[src/rtl/spi_prog_pkg.sv]
// Shared types for the program/run serial master: frame layout, FSM states, command kinds.
// Pure declarations; no timing or flow control of its own.
package spi_prog_pkg;

  localparam int FRAME_W   = 12;
  localparam int ADDR_W    = 4;
  localparam int DATA_W    = 8;
  localparam int BIT_CNT_W = 4;
  localparam int RUN_CNT_W = 16;

  localparam logic CMD_WRITE = 1'b0;
  localparam logic CMD_RUN   = 1'b1;

  typedef enum logic [2:0] {
    S_IDLE,
    S_SEL,
    S_SHIFT,
    S_GAP,
    S_START,
    S_WAIT,
    S_ABORT
  } state_t;

  // Address occupies the low bits so it reaches the core's shift register first.
  typedef struct packed {
    logic [DATA_W-1:0] data;
    logic [ADDR_W-1:0] addr;
  } frame_t;

  function automatic frame_t make_frame(input logic [ADDR_W-1:0] addr,
                                        input logic [DATA_W-1:0] data);
    frame_t f;
    f.data = data;
    f.addr = addr;
    return f;
  endfunction

endpackage

[src/rtl/piso_reg.sv]
// Parallel-load, LSB-first shift register; sout shows bit 0, one bit consumed per shift cycle.
// Load wins over shift; no backpressure, the caller sequences load/shift.
module piso_reg
  import spi_prog_pkg::*;
#(
  parameter int W = FRAME_W
) (
  input  logic         clk,
  input  logic         rst,
  input  logic         load,
  input  logic [W-1:0] load_dat,
  input  logic         shift,
  output logic         sout
);

  logic [W-1:0] sr_q;
  logic [W-1:0] sr_d;

  always_comb begin
    sr_d = sr_q;
    if (load) begin
      sr_d = load_dat;
    end else if (shift) begin
      sr_d = {1'b0, sr_q[W-1:1]};
    end
  end

  always_ff @(posedge clk) begin
    if (rst) begin
      sr_q <= '0;
    end else begin
      sr_q <= sr_d;
    end
  end

  assign sout = sr_q[0];

endmodule

[src/rtl/spi_prog_master.sv]
// Host master for the core's serial program/run port: 12-bit LSB-first instruction frames and bounded runs.
// Write occupies 14+GAP cycles, run START+WAIT(+ABORT); cmd_ready only in IDLE, so commands stall until then.
module spi_prog_master
  import spi_prog_pkg::*;
#(
  parameter int TIMEOUT = 255,
  parameter int GAP     = 2
) (
  input  logic                 clk,
  input  logic                 rst,
  input  logic                 cmd_valid,
  output logic                 cmd_ready,
  input  logic                 cmd_run,
  input  logic [ADDR_W-1:0]    cmd_addr,
  input  logic [DATA_W-1:0]    cmd_data,
  output logic                 csi_n,
  output logic                 csd_n,
  output logic                 mosi,
  output logic                 proc_en,
  input  logic                 done_in,
  output logic                 run_done,
  output logic                 run_timeout,
  output logic [RUN_CNT_W-1:0] run_cycles
);

  if (GAP < 2) begin : g_bad_gap
    $error("spi_prog_master: GAP must be at least 2");
  end
  if (TIMEOUT < 1 || TIMEOUT > 65535) begin : g_bad_timeout
    $error("spi_prog_master: TIMEOUT must be in 1..65535");
  end

  localparam logic [RUN_CNT_W-1:0] TIMEOUT_C = RUN_CNT_W'(TIMEOUT);
  localparam logic [RUN_CNT_W-1:0] GAP_LAST  = RUN_CNT_W'(GAP - 1);
  localparam logic [BIT_CNT_W-1:0] BIT_LAST  = BIT_CNT_W'(FRAME_W - 1);

  state_t                 state_q, state_d;
  logic [BIT_CNT_W-1:0]   bit_cnt_q, bit_cnt_d;
  logic [RUN_CNT_W-1:0]   gap_cnt_q, gap_cnt_d;
  logic [RUN_CNT_W-1:0]   run_cnt_q, run_cnt_d;
  logic [RUN_CNT_W-1:0]   run_cycles_q, run_cycles_d;
  logic                   run_done_q, run_done_d;
  logic                   run_timeout_q, run_timeout_d;

  logic                   accept;
  logic                   frame_load;
  logic                   frame_shift;
  logic                   frame_bit;
  logic [RUN_CNT_W-1:0]   run_cnt_inc;
  frame_t                 frame;

  assign cmd_ready   = (state_q == S_IDLE) & ~rst;
  assign accept      = cmd_valid & cmd_ready;
  assign frame       = make_frame(cmd_addr, cmd_data);
  assign frame_load  = accept & (cmd_run == CMD_WRITE);
  assign run_cnt_inc = run_cnt_q + RUN_CNT_W'(1);

  piso_reg #(
    .W(FRAME_W)
  ) u_frame (
    .clk      (clk),
    .rst      (rst),
    .load     (frame_load),
    .load_dat (frame),
    .shift    (frame_shift),
    .sout     (frame_bit)
  );

  always_comb begin
    state_d       = state_q;
    bit_cnt_d     = bit_cnt_q;
    gap_cnt_d     = gap_cnt_q;
    run_cnt_d     = run_cnt_q;
    run_cycles_d  = run_cycles_q;
    run_done_d    = 1'b0;
    run_timeout_d = 1'b0;
    csi_n         = 1'b1;
    mosi          = 1'b0;
    proc_en       = 1'b0;
    frame_shift   = 1'b0;

    case (state_q)
      S_IDLE: begin
        if (accept) begin
          bit_cnt_d = '0;
          gap_cnt_d = '0;
          run_cnt_d = '0;
          state_d   = (cmd_run == CMD_RUN) ? S_START : S_SEL;
        end
      end

      // The core leaves IDLE on this cycle; data starts on the next one.
      S_SEL: begin
        csi_n   = 1'b0;
        state_d = S_SHIFT;
      end

      S_SHIFT: begin
        csi_n       = 1'b0;
        mosi        = frame_bit;
        frame_shift = 1'b1;
        bit_cnt_d   = bit_cnt_q + BIT_CNT_W'(1);
        if (bit_cnt_q == BIT_LAST) begin
          gap_cnt_d = '0;
          state_d   = S_GAP;
        end
      end

      // Core needs RECV->WRITE->IDLE with csi high before the next frame.
      S_GAP: begin
        gap_cnt_d = gap_cnt_q + RUN_CNT_W'(1);
        if (gap_cnt_q == GAP_LAST) begin
          state_d = S_IDLE;
        end
      end

      S_START: begin
        proc_en   = 1'b1;
        run_cnt_d = '0;
        state_d   = S_WAIT;
      end

      // Enable follows done_in combinationally so the core cannot re-enter EXEC.
      S_WAIT: begin
        proc_en   = ~done_in;
        run_cnt_d = run_cnt_inc;
        if (done_in) begin
          run_done_d   = 1'b1;
          run_cycles_d = run_cnt_inc;
          state_d      = S_IDLE;
        end else if (run_cnt_inc == TIMEOUT_C) begin
          run_timeout_d = 1'b1;
          run_cycles_d  = TIMEOUT_C;
          state_d       = S_ABORT;
        end
      end

      S_ABORT: begin
        state_d = S_IDLE;
      end

      default: begin
        state_d = S_IDLE;
      end
    endcase
  end

  always_ff @(posedge clk) begin
    if (rst) begin
      state_q       <= S_IDLE;
      bit_cnt_q     <= '0;
      gap_cnt_q     <= '0;
      run_cnt_q     <= '0;
      run_cycles_q  <= '0;
      run_done_q    <= 1'b0;
      run_timeout_q <= 1'b0;
    end else begin
      state_q       <= state_d;
      bit_cnt_q     <= bit_cnt_d;
      gap_cnt_q     <= gap_cnt_d;
      run_cnt_q     <= run_cnt_d;
      run_cycles_q  <= run_cycles_d;
      run_done_q    <= run_done_d;
      run_timeout_q <= run_timeout_d;
    end
  end

  assign csd_n       = 1'b1;
  assign run_done    = run_done_q;
  assign run_timeout = run_timeout_q;
  assign run_cycles  = run_cycles_q;

endmodule

[config.mk]
export PLATFORM = sky130hd
export DESIGN_NAME = spi_prog_master
export DESIGN_NICKNAME = d
export VERILOG_FILES = /design/src/rtl/spi_prog_pkg.sv /design/src/rtl/piso_reg.sv /design/src/rtl/spi_prog_master.sv
export SDC_FILE = /design/constraint.sdc
export NUM_CORES = 1
export LEC_CHECK = 0
export BUFFER_PORTS_ARGS = -buffer_cell sky130_fd_sc_hd__buf_2
export CORE_MARGIN = 5
export CORE_UTILIZATION = 55
export CTS_CLUSTER_SIZE = 12
export DETAILED_ROUTE_END_ITERATION = 10
export PLACE_DENSITY = 0.73
export REMOVE_ABC_BUFFERS = 1
export SLEW_MARGIN = 20
export SYNTH_ARGS = -nofsm -noshare
export SYNTH_HDL_FRONTEND = slang
export SYNTH_HIERARCHICAL = 1
export SYNTH_SLANG_ARGS = --single-unit
[constraint.sdc]
create_clock -name clk -period 5.7 [get_ports clk]
set_input_delay 0 -clock clk [delete_from_list [all_inputs] [get_ports clk]]
set_output_delay 0 -clock clk [all_outputs]
set_load 0.01 [all_outputs]
[Yosys cells after proc, flatten, opt, wreduce, memory -nomap -nowiden]
Cells that the tools add are included.
Operators by class
  add/subtract/negate cells: 3
  multipliers: 0
  div/mod/pow operators: 0
  $lt $le $gt $ge: 0
  eq/ne operators: 12
  shifts and indexed selects: 0
  multiplexer cells: 23
  bitwise operators: 7
  reductions and logical operators: 14
Operators by type and width (number)
  $pmux W16 S3: 2
  $mux W16: 4
  $add A16 B1 Y16 const B: 2
  $mux W12: 2
  $mux W3: 6
  $pmux W3 S6: 1
  $eq A16 B1 Y1 const B: 1
  $eq A16 B8 Y1 const B: 1
  $pmux W4 S2: 1
  $eq A3 B2 Y1 const B: 2
  $eq A3 B3 Y1 const B: 2
  $ne A2 B2 Y1 const B: 3
  $reduce_and A2 Y1: 3
  $reduce_bool A2 Y1: 3
  $reduce_bool A3 Y1: 2
  $mux W1: 5
  $add A4 B1 Y4 const B: 1
  $eq A4 B4 Y1 const B: 1
  $mux W4: 1
  $not A1 Y1: 4
  $reduce_and A4 Y1: 1
  $reduce_or A2 Y1: 2
  $and A1 B1 Y1: 3
  $eq A3 B1 Y1 const B: 1
  other kinds (5): 5
Word-level totals
  register bits after elaboration: 69
  bits in latches: 0
  memory bits (writable): 0
  bits in read-only memories: 0
  bits of input ports: 17
  memories: 0

[Depth between registers and ports, before layout]
Gate-level depths: netlist (run 1).
  depth in word-level cells: 5
  gate-level depth with buffers: 10
  gate-level depth less buffers: 8

[Modules after synthesis]
The synthesis (run 1) kept the hierarchy.
By module, submodules not included
  spi_prog_master: instances 1, cells each 377, area an instance 3081.7 um^2, sequential area each 1141.1 um^2
  piso_reg: instances 1, cells each 53, area an instance 598.1 um^2, sequential area each 240.2 um^2

[Worst setup path before layout (run 1)]
OpenSTA, ideal clock, no wires.
  kind: register to register
  start point: register run_cnt_q[1]
  end point: register state_q[0]
  library setup time: 0.121 ns
  data arrival time: 2.025 ns
  required time: 5.579 ns
  slack: 3.554 ns
  stages on the path, launching flop included: 9
  path buffers: 1
  period minus slack after synthesis: 2.146 ns
  cells stage by stage: dfxtp_1 -> ha_1 -> nand3_1 -> nor4_2 -> xor2_1 -> nor4b_1 -> and2_1 -> buf_6 -> o21ai_0
On the way
  longest elaborated chain between the ends: 4
Ends and longest elaborated chain
  from (decl): RTL line spi_prog_master.sv:40  | logic [RUN_CNT_W-1:0] run_cnt_q, run_cnt_d;
  from (signal assigned): RTL line spi_prog_master.sv:161  | run_cnt_q <= run_cnt_d;
  $add A16 B1 Y16: RTL line spi_prog_master.sv:56  | assign run_cnt_inc = run_cnt_q + RUN_CNT_W'(1);
  $eq A16 B8 Y1: RTL line spi_prog_master.sv:131  | end else if (run_cnt_inc == TIMEOUT_C) begin
  $ne A3 B3 Y1 (no source line)
  $reduce_and A4 Y1 (no source line)
  to (signal assigned): RTL line spi_prog_master.sv:158  | state_q <= state_d;
  to (decl): RTL line spi_prog_master.sv:37  | state_t state_q, state_d;
No other way between the ends.
A chain may end at the register's enable or synchronous reset.

[Worst setup path in the final report (run 1)]
Ends and elaborated chain as after synthesis.

==> results.md, run 1 <==
- The clock latency reported for the late side of the worst-skew pair is around 350 ps.
- The worst setup path is launched from a register.
- For this block, wires on met1 add up to 4134 µm.
- For flop-to-flop paths, the worst setup slack is approximately 3200 ps.
- The depth of the CTS H-tree is 3.
- The fraction of layout instances using a drive strength above 1 is between 10% and 20%.
- The time the worst path needs with I/O delays and setup is about 2500 ps.
- The tightest slew margin relative to the limit is between 20 and 30%.
- Global routing used around a fifth of the available tracks.
- The global-route wire length before repair is about 15,000 µm.
- The count of boundary I/O pins is 40.
- The final-report max-slew violation count is 0.
- The number of standard-cell rows in the floorplan is 29.
- TritonCTS built the clock tree.
- The critical path goes through ha_1 -> nand3_1 -> nor4_2 -> xor2_1 -> nor4b_1 -> and2_1 -> o21ai_0.
- The endpoint arrival time on the critical path is ~2800 ps.
- The number of distinct library cell variants in the gate-level netlist after synthesis is 57.
- OpenSTA, run right after detailed placement, puts the worst setup slack at 3170 ps.
- The number of antenna violations at the first check in global routing came to 0.
- The most common cell in the synthesized netlist is sky130_fd_sc_hd__dfxtp_1.
- The per-cell via count in the routed design is roughly 5.9.
- The wire length reported by the detailed router is approximately 8500 µm.
- The required time reported for the critical path endpoint is a little under 6000 ps.
- The synthesized area per cell is between 8 and 9 µm².
- The per-cell routed wire length is about 16 µm.
- The worst path buffer plus inverter count is 0.
- The total die area is about 8400 µm².
- Of all nets on the critical path, the largest fanout is 8.
- The pin count of the biggest net entering global routing is 52.
- After detailed routing, the met3 layer carries between 300 and 400 µm of wire.
- The layout net count is 486.
- The top cell type's share of synthesized area is a little under two fifths.
- The sink count of the clock tree is 69.
- The setup violation total in the final timing report is 0.
- For this run, the leading register cell type out of synthesis is sky130_fd_sc_hd__dfxtp_1.
- The first routing iteration left between 100 and 150 violations.
- The top routing layer in use is met4.
- The summed instance area of the synthesized netlist is 3680 µm².
- Dividing the final minimum period by the clock period gives between 40% and 50%.
- The number of iterations in the first detailed-routing pass is 4.
- The final critical-path setup slack is between 3000 and 4000 ps.
- The largest area contributor in the synthesized netlist is sky130_fd_sc_hd__dfxtp_1.
- The HPWL after detailed placement is approximately 5700 µm.
- The type of the tightest min-delay check is in2reg.
- Summing over every cut layer, the via total after detailed routing is ~3,200.
- At the pin with the least slew margin, the transition time is roughly 1100 ps.
- The power density over the cells is between 200 and 300 nW/µm².
- At the end of routability-driven placement, the weighted congestion stood at approximately 0.87.
- The final hold violation count is 0.
- After detailed routing, the number of remaining DRC violations is 0.
- Setup repair after global routing left no endpoint under its margin.
- The flow ran to the end, and the final reports show no timing, DRC or antenna violations.
- The total overflow left after global routing is 0.
- The area growth from synthesis to layout is 13.36%.
- The number of enable flip-flop cells after synthesis is 0.
- The die is just over 90 µm wide.
- The worst setup path is captured at a register.
- The peak clock frequency supported by timing is around 390 MHz.
- Synthesis produced a netlist whose cell count is 430.
- The share of flip-flops with an asynchronous set or reset after synthesis is 0%.
- The commonest cells after synthesis are sky130_fd_sc_hd__dfxtp_1, sky130_fd_sc_hd__nor2_1, sky130_fd_sc_hd__a21oi_1, sky130_fd_sc_hd__nand2_1, sky130_fd_sc_hd__o21ai_0.
- The critical path is of the reg2reg type.
- The peak per-stage delay on the critical path is ~450 ps.
- In this run the static leakage power is between 1.5 and 2 nW.
- The category of cells accounting for the largest share of critical-path delay is simple AND/OR/NAND/NOR gates.
- Clock-pin slew was measured on the worst setup and hold paths at ~70 ps.
- Post-CTS repair changed the size of 0 cells.
- On the critical path, the stage with the largest delay is an instance of sky130_fd_sc_hd__nor4b_1.
- The setup TNS is 0 ps.
- The number of buffers created by CTS is 9.
- The total of buffers placed on input and output ports is 38.
- The height of the chip is approximately 90 µm.
- The via count of the first global-routing pass is 3,109.
- The number of max-cap violations is 0.
- The share of the Yosys chip area taken by registers is between 30 and 40%.
- The detail route stage leaves a number of antenna-violating nets equal to 0.
- The number of inserted diodes is 0.
- In the post-synthesis netlist, the biggest area contributors are sky130_fd_sc_hd__dfxtp_1, sky130_fd_sc_hd__nor2_1, sky130_fd_sc_hd__a21oi_1, sky130_fd_sc_hd__xor2_1, sky130_fd_sc_hd__mux2i_1.
- The maximum root-to-sink buffer count is 2.
- The initial utilization of the core area, before any placement, comes to between 50% and 60%.
- Across the VDD grid, the largest voltage drop is 0.0001365 V.
- The placeable core area is between 6000 and 7000 µm².
- For the final database, setup skew stands at approximately 6.6 ps.
- The root buffer cell is sky130_fd_sc_hd__clkbuf_8.
- The count of warnings emitted by yosys is 6.
- Counting flops and latches in the post-synthesis netlist gives just under 70.
- In the detailed route, the total length drawn on met2 is about 3900 µm.
- The count of filler cells inserted in the layout is approximately 550.
metrics by stage:
| stage | area [µm²] | utilization, % | std cells | power, W | hold slack [ps] |
|---|---|---|---|---|---|
| after floorplan | 3526 | - | 401 | 0.0006856 | 55.54 |
| after global placement | 3827 | 59.59 | 518 | 0.0007448 | 268.6 |
| after detailed placement | 3827 | 59.59 | 518 | 0.0007517 | 265.2 |
| after CTS | 4172 | 64.95 | 546 | 0.001203 | 45.38 |
| after global routing | 4172 | 64.95 | 546 | 0.001259 | 77.17 |
| final | 4172 | 64.95 | 546 | 0.001195 | 60.53 |
layer usage:
metal / global-route usage, % / vias to the layer above
li1: - / 1617
met1: 28.72 / 1491
met2: 33.17 / 74
met3: 4.828 / 13
met4: 8.168 / 0
met5: 0 / -
logic make-up (layout without fill, tap and decap cells):
logic type | after synthesis | after routing | synth area share (%)
simple gates | 169 | 169 | 24.41
compound gates | 103 | 103 | 20.16
flops | 69 | 69 | 37.54
buf+inv | 40 | 79 | 5.304
xor+xnor | 28 | 28 | 6.664
mux | 15 | 15 | 4.114
fa+ha+maj | 5 | 5 | 1.700
other cells | 1 | 1 | 0.1019
cells in the final DEF, fill, tap and decap left out, types with 13 or more instances in the layout:
cell type,netlist,layout
sky130_fd_sc_hd__nand3_1,14,14
sky130_fd_sc_hd__dfxtp_1,69,69
sky130_fd_sc_hd__mux2i_1,14,14
sky130_fd_sc_hd__xor2_1,17,17
sky130_fd_sc_hd__nor2b_1,13,13
sky130_fd_sc_hd__buf_2,3,38
sky130_fd_sc_hd__nor2_1,56,56
sky130_fd_sc_hd__nand2_1,26,26
sky130_fd_sc_hd__a21oi_1,30,30
sky130_fd_sc_hd__o21ai_0,20,20
report_power, final:
| part | internal (W) | total [W] | switching [W] |
|---|---|---|---|
| clock network | 0.000257 | 0.000447 | 0.000189 |
| logic | 0.0000882 | 0.000217 | 0.000129 |
| registers | 0.000504 | 0.000531 | 0.0000267 |
flip-flops by register name, summed over array words and instances (netlist names):
signal        flops
gap_cnt_q        16
u_frame/sr_q     12
bit_cnt_q         4
state_q           3
run_done          1
run_cnt_q        16
run_cycles       16
run_timeout       1
repair_timing:
action                    4_1_cts  5_1_grt
hold buffers                   12        0
setup buffers                   0        0
hold endpoints to repair       12        0
final timing paths:
path                         end      startpoint  cells past startpoint
hold / removal        state_q[2]         cmd_run                      3
setup / recovery      state_q[0]    run_cnt_q[1]                      7
hold reg to reg   run_cycles[15]  run_cycles[15]                      2
setup reg to reg      state_q[0]    run_cnt_q[1]                      7
layout make-up:
class / count / area [µm²] / area share [%]
Sequential cell: 69 / 1381 / 33.11
Clock inverter: 6 / 86.33 / 2.070
Clock buffer: 10 / 137.6 / 3.299
Tap cell: 77 / 96.34 / 2.310
Timing Repair Buffer: 52 / 325.3 / 7.798
Inverter: 11 / 41.29 / 0.9898
Multi-Input combinational cell: 321 / 2103 / 50.42
worst reg2reg max path, cell delays in order (launching register included):
cell and delay [ps]:
sky130_fd_sc_hd__dfxtp_1 410, sky130_fd_sc_hd__ha_1 270, sky130_fd_sc_hd__nand3_1 290, sky130_fd_sc_hd__nor4_2 320, sky130_fd_sc_hd__xor2_1 150, sky130_fd_sc_hd__nor4b_1 450
sky130_fd_sc_hd__and2_1 400, sky130_fd_sc_hd__o21ai_0 140
Power figures use the tool's default switching activity.
==> run 2, diff against run 1 <==
--- a/config.mk
+++ b/config.mk
@@ -7,10 +7,10 @@
 export LEC_CHECK = 0
 export BUFFER_PORTS_ARGS = -buffer_cell sky130_fd_sc_hd__buf_2
 export CORE_MARGIN = 5
-export CORE_UTILIZATION = 55
+export CORE_UTILIZATION = 53
 export CTS_CLUSTER_SIZE = 12
 export DETAILED_ROUTE_END_ITERATION = 10
-export PLACE_DENSITY = 0.73
+export PLACE_DENSITY = 0.74
 export REMOVE_ABC_BUFFERS = 1
 export SLEW_MARGIN = 20
 export SYNTH_ARGS = -nofsm -noshare
==> constraint.sdc (replaced) <==
create_clock -name clk -period 2.31 [get_ports clk]
set_input_delay 0 -clock clk [delete_from_list [all_inputs] [get_ports clk]]
set_output_delay 0 -clock clk [all_outputs]
set_load 0.01 [all_outputs]
==> results.md, run 2 (synthesis results as in run 1) <==
- The run finished with clean final reports.
- The count of boundary I/O pins was 40 (unchanged).
- Walking the worst path, the cells encountered are or3b_4 -> a221oi_4 -> and3_4 -> nand2_4 -> or3_1 -> a21oi_1.
- The critical path launch point is state_q[0].
- The maximum root-to-sink buffer count is 2 (unchanged).
- The final hold violation count is 0 (unchanged).
- The global-route wire length before repair came to 14,760 µm (+0.29%).
- The launch point of the worst reg-to-reg path is state_q[0].
- The per-cell via count in the routed design is 5.633 (-3.7%).
- The pin count of the biggest net entering global routing came to 36 (-31%).
- The total die area is 8710 µm² (+3.4%).
- The peak per-stage delay on the critical path was 440 ps (about the same).
- Setup repair after global routing left no endpoint under its margin.
- The static leakage power is 1.694 nW (+7.7%).
- The root buffer cell is sky130_fd_sc_hd__clkbuf_8.
- The clock latency reported for the late side of the worst-skew pair is 340 ps (about the same).
- The width of the chip was 93.33 µm (+1.7%).
- The number of buffers created by CTS is 9 (unchanged).
- The slowest cell on the critical path is sky130_fd_sc_hd__or3b_4.
- The layout net count is 504 (+3.7%).
- The height of the chip was 93.33 µm (+1.7%).
- The setup violation total in the final timing report is 0 (unchanged).
- The setup path with the least slack is of type reg2reg.
- The most common cell after layout, fill and taps aside is sky130_fd_sc_hd__dfxtp_1.
- The worst slack at placement is 73.10 ps (-3096 ps).
- The HPWL after detailed placement is 6033 µm (+5.6%).
- The register clock-pin slew on the reported worst setup and hold paths is 70 ps (about the same).
- The setup TNS was 0 ps (unchanged).
- The number of antenna violations at the first check in global routing is 0 (unchanged).
- The endpoint type of the worst setup path is a register.
- The final critical-path setup slack is 206.9 ps (-2948 ps).
- The routability congestion estimate is 0.9287 (+6.7%).
- The final period utilization was 91.05% (+46 points).
- The slew of the pin with the lowest slew margin was 592.8 ps (-470.5 ps).
- The total routing resource utilization after global routing is 21.08% (-0.19 points).
- The TritonCTS clock tree is built.
- The clock skew after layout was 6.776 ps (+0.1317 ps).
- The required time reported for the critical path endpoint is 2590 ps (-3330 ps).
- The peak clock frequency supported by timing came to 475.5 MHz (+21%).
- The remaining design rule violation count is 0 (unchanged).
- The per-cell routed wire length came to 15.19 µm (-2.7%).
- The worst hold margin is 13.91 ps (-46.62 ps).
- The type of the tightest min-delay check is in2reg.
- The time the worst path needs with I/O delays and setup is 2103 ps (-441.9 ps).
- STA classifies the critical path startpoint as a register.
- The number of routed nets with antenna violations is 0 (unchanged).
- The placeable core area came to 6794 µm² (+5.8%).
- The share of the core filled with cells in the final layout is 64.86% (-0.090 points).
- The tightest slew margin relative to the limit was 60.38% (+32 points).
- The final-report max-slew violation count is 0 (unchanged).
- The power density over the cells is 747.9 nW/µm² (+160%).
- The endpoint arrival time on the critical path is 2380 ps (-390 ps).
- The count of filler cells inserted in the layout is 575 (+4.2%).
- The hold path startpoint is cmd_data[2].
- The fraction of layout instances using a drive strength above 1 was 20.94% (+3.7 points).
- The maximum fanout along the worst path came to 10 (+2).
- The area added between synthesis and finish is 19.76%.
- In the layout the commonest cells are sky130_fd_sc_hd__dfxtp_1, sky130_fd_sc_hd__nor2_1, sky130_fd_sc_hd__buf_2.
- The worst IR drop on VDD is 0.0003907 V (+190%).
- The wire length reported by the detailed router was 8856 µm (+3.9%).
- The number of DRC violations after detailed-routing iteration 0 is 166 (+16%).
- The number of standard-cell rows in the floorplan came to 30 (+3.4%).
- The number of max-cap violations was 0 (unchanged).
- The number of inserted diodes came to 0 (unchanged).
- The via count of the first global-routing pass is 3,104 (-0.16%).
- The number of iterations in the first detailed-routing pass is 4 (unchanged).
- The sink count of the clock tree is 69 (unchanged).
- The total of buffers placed on input and output ports is 38 (unchanged).
- The leftover overflow at the end of global routing is 0 (unchanged).
- The worst path buffer plus inverter count came to 0 (unchanged).
- On the critical path the largest part of the delay comes from simple AND/OR/NAND/NOR gates.
- The number of vias after detailed routing is 3,284 (+2.8%).
- The initial cell density of the core is 54.16% (-3.1 points).
- The depth of the CTS H-tree is 3 (unchanged).
- The total chip power is 0.003296 W (+180%).
## run 2: cell count changes in the layout (fill, tap and decap cells not counted), sizes merged
| cell | delta |
|---|---|
| bufinv | +3 |
| buf | +19 |
| dlygate4sd3 | -1 |
| clkinv | -3 |
## run 2: worst paths after layout
check,slack (ps),depth (start not counted),end
setup / recovery,210,6,gap_cnt_q[12]
setup reg to reg,210,6,gap_cnt_q[12]
hold / removal,10,3,u_frame/sr_q[6]
hold reg to reg,480,2,run_cycles[12]
## run 2: final cells by class
class | instances | area [µm²] | area share, %
well taps | 96 | 120.1 | 2.726
inverters | 11 | 41.29 | 0.9370
flip-flops and latches | 69 | 1381 | 31.35
repair buffers | 70 | 457.9 | 10.39
clock inverters | 6 | 157.7 | 3.578
clock buffers | 10 | 137.6 | 3.123
multi-input cells | 321 | 2111 | 47.90
## run 2: per-stage QoR
step                      cells  cell area (µm²)
after detailed placement    556             3994
after floorplan             401             3526
after global placement      556             3994
after CTS                   583             4399
after global routing        583             4407
final                       583             4407
## run 2: worst reg2reg max path, cell delays in order, from the launching register on
cell and delay [ps]:
sky130_fd_sc_hd__dfxtp_1 390, sky130_fd_sc_hd__or3b_4 440, sky130_fd_sc_hd__a221oi_4 420, sky130_fd_sc_hd__and3_4 300
sky130_fd_sc_hd__nand2_4 60, sky130_fd_sc_hd__or3_1 300, sky130_fd_sc_hd__a21oi_1 130
## run 2: routing by layer
metal	global-route usage, %	wire length [µm]	vias to the layer above
li1	-	-	1650
met1	28.56	4241	1546
met2	33.47	4070	75
met3	4.505	420	13
met4	6.593	124	0
met5	0	0	-
## run 2: timing repair
item,CTS,global route
hold endpoints to repair,11,0
setup buffers,0,0
setup endpoints to repair,0,11
resized for setup,0,2
hold buffers,11,0
## run 2: power by group
part / internal [W] / total [W] / switching (W) / leakage, nW
registers: 0.00124 / 0.00130 / 0.0000553 / 0.557
clock network: 0.000965 / 0.00143 / 0.000462 / 0.143
logic: 0.000236 / 0.000569 / 0.000333 / 0.994
==> run 3, diff against run 2 <==
--- a/config.mk
+++ b/config.mk
@@ -11,6 +11,7 @@
 export CTS_CLUSTER_SIZE = 12
 export DETAILED_ROUTE_END_ITERATION = 10
 export PLACE_DENSITY = 0.74
+export RECOVER_POWER = 50
 export REMOVE_ABC_BUFFERS = 1
 export SLEW_MARGIN = 20
 export SYNTH_ARGS = -nofsm -noshare
==> results.md, run 3 (synthesis results as in run 1) <==
- The total routing resource utilization after global routing is 21.08% (unchanged).
- Setup repair after global routing left no endpoint under its margin.
- The post-CTS setup buffer count is 0 (unchanged).
- TritonCTS built the clock tree.
- The peak per-stage delay on the critical path is 460 ps (+20 ps).
- The setup violation total in the final timing report is 0 (unchanged).
- The number of antenna violations at the first check in global routing is 0 (unchanged).
- The number of iterations in the first detailed-routing pass is 5 (+1).
- The final hold violation count is 0 (unchanged).
- The type of origin of the critical path is a register.
- The height of the chip is 93.33 µm (unchanged).
- The per-cell via count in the routed design is 5.676 (+0.76%).
- The placeable core area came to 6794 µm² (unchanged).
- In the layout the commonest cells are sky130_fd_sc_hd__dfxtp_1, sky130_fd_sc_hd__nor2_1, sky130_fd_sc_hd__a21oi_1.
- The worst-case register-to-register setup slack came to 180 ps (-30 ps).
- The wire length the detailed router placed on met1 came to 4141 µm (-2.4%).
- The per-cell routed wire length is 15.24 µm (+0.35%).
- The root buffer cell is sky130_fd_sc_hd__clkbuf_8.
- The end of the worst register-to-register path is gap_cnt_q[12].
- The clock skew after layout is 8.925 ps (+2.149 ps).
- The width of the chip came to 93.33 µm (unchanged).
- The power density over the cells was 754.0 nW/µm² (+0.81%).
- The number of DRC violations after detailed-routing iteration 0 is 162 (-2.4%).
- The share of the core filled with cells in the final layout was 64.20% (-0.66 points).
- The hold path startpoint is cmd_data[2].
- The number of max-cap violations is 0 (unchanged).
- The number of vias after detailed routing was 3,309 (+0.76%).
- The slew of the pin with the lowest slew margin is 601.2 ps (+8.405 ps).
- The non-filler instance count after layout is 583 (unchanged).
- The cell family contributing the most delay on the critical path is simple AND/OR/NAND/NOR gates.
- The highest metal layer carrying signal wires in the routed design is met4.
- The number of routed nets with antenna violations is 0 (unchanged).
- The register clock-pin slew on the reported worst setup and hold paths is 80 ps (about the same).
- The count of boundary I/O pins is 40 (unchanged).
- The total die area is 8710 µm² (unchanged).
- The depth of the CTS H-tree was 3 (unchanged).
- From synthesis to final layout, the design area changed by 18.53%.
- The maximum fanout along the worst path is 10 (unchanged).
- The remaining design rule violation count is 0 (unchanged).
- The sum of met2 wire segment lengths after detailed routing is 4093 µm (+0.57%).
- The startpoint identified for the worst register-to-register timing path is state_q[0].
- The total of buffers placed on input and output ports is 38 (unchanged).
- The critical path launch point is state_q[0].
- The number of standard-cell rows in the floorplan is 30 (unchanged).
- The clock latency reported for the late side of the worst-skew pair came to 340 ps (about the same).
- The static leakage power is 1.586 nW (-6.4%).
- The maximum root-to-sink buffer count is 2 (unchanged).
- The final-report max-slew violation count was 0 (unchanged).
- The total chip power is 0.003289 W (-0.22%).
- The most critical setup path has its endpoint at gap_cnt_q[12].
- The min-delay analysis places its worst path in the category in2reg.
- The worst path buffer plus inverter count is 0 (unchanged).
- The global-route wire length before repair is 14,760 µm (unchanged).
- The initial cell density of the core was 54.16% (unchanged).
- The type of the worst setup path is reg2reg.
- The fraction of layout instances using a drive strength above 1 came to 15.40% (-5.5 points).
- The time the worst path needs with I/O delays and setup is 2131 ps (+27.47 ps).
- The final period utilization is 92.23% (+1.2 points).
- The slowest cell on the critical path is sky130_fd_sc_hd__or3b_1.
- The required time reported for the critical path endpoint is 2590 ps (about the same).
- The multi-input combinational cell area is 2108 µm² (-0.12%).
- The sequential cell area is 1381 µm² (unchanged).
- The number of inserted diodes is 0 (unchanged).
- The leftover overflow at the end of global routing was 0 (unchanged).
- The worst IR drop on VDD is 0.0003927 V (+0.51%).
- The count of filler cells inserted in the layout is 587 (+2.1%).
- The wire length reported by the detailed router is 8887 µm (+0.35%).
- STA classifies the critical path endpoint as a register.
- The total stage count of the critical path is 6 (unchanged).
- The sink count of the clock tree is 69 (unchanged).
- The endpoint arrival time on the critical path is 2410 ps (+30 ps).
- The pin count of the biggest net entering global routing is 36 (unchanged).
- The met3 routed wirelength is 534 µm (+27%).
- The tightest slew margin relative to the limit is 59.82% (-0.56 points).
- The peak clock frequency supported by timing came to 469.3 MHz (-1.3%).
- The via count of the first global-routing pass is 3,104 (unchanged).
- The layout net count was 504 (unchanged).
- The routability congestion estimate is 0.9287 (unchanged).
- The flow ran to the end, and the final reports show no timing, DRC or antenna violations.
- The most common cell after layout, fill and taps aside is sky130_fd_sc_hd__dfxtp_1.
- The path depth of the worst reg2reg path is 6 (unchanged).
- The setup TNS came to 0 ps (unchanged).
- The HPWL after detailed placement is 6033 µm (unchanged).
- The number of buffers created by CTS is 9 (unchanged).
- The number of cells in the design after placement came to 556 (unchanged).
- Traced cell by cell, the critical path runs through or3b_1 -> a221oi_4 -> and3_4 -> nand2_4 -> or3_1 -> a21oi_1.
==> run 3: cell count changes in the layout (fill, tap and decap cells not counted), sizes merged <==
| cell | before | now |
|---|---|---|
| clkbuf | 10 | 36 |
| buf | 59 | 33 |
==> run 3: power breakdown <==
part	switching, W	internal, W	leakage, nW	total (W)
Clock	0.000464	0.000965	0.143	0.00143
Combinational	0.000333	0.000226	0.886	0.000559
Sequential	0.0000552	0.00124	0.557	0.00130
==> run 3: worst min-delay path, stage by stage <==
cell                       delay [ps]
sky130_fd_sc_hd__buf_2            100
sky130_fd_sc_hd__nor2b_1          140
sky130_fd_sc_hd__a211oi_2          60
==> run 3: what timing repair did <==
item	4_1_cts	5_1_grt
endpoints found under the hold margin	11	0
hold buffers	11	0
setup endpoints to repair	0	11
gates resized for setup	0	2
==> run 3: final cells by class <==
cell class	count	area share, %
clock buffers	10	3.155
clock inverters	6	3.614
inverters	11	0.9466
multi-input cells	321	48.34
flip-flops and latches	69	31.67
well taps	96	2.754
repair buffers	70	9.524
==> run 3: per-stage QoR <==
step / setup WS (ps) / hold WS [ps] / instance area, µm²
after floorplan: 120.3 / 55.54 / 3526
after global placement: 124.0 / 263.1 / 3994
after detailed placement: 73.10 / 267.0 / 3994
after CTS: 65.80 / 1.150 / 4399
after global routing: 14.20 / 12.41 / 4362
final: 179.4 / 13.62 / 4362
==> run 3: layer usage <==
layer  vias to the layer above  GRT usage (%)
li1                       1652              -
met3                        12          4.505
met5                         -              0
met4                         0          6.593
met2                        95          33.47
met1                      1550          28.56
==> run 3: worst min-delay path by stage <==
stage          slack [ps]  cells past startpoint                to
6_report               10                      3   u_frame/sr_q[6]
3_5_place_dp          270                      3  u_frame/sr_q[11]
2_1_floorplan          60                      1         cmd_ready
3_3_place_gp          260                      3  u_frame/sr_q[11]
4_1_cts                 1                      3   u_frame/sr_q[6]
5_1_grt                10                      3   u_frame/sr_q[6]
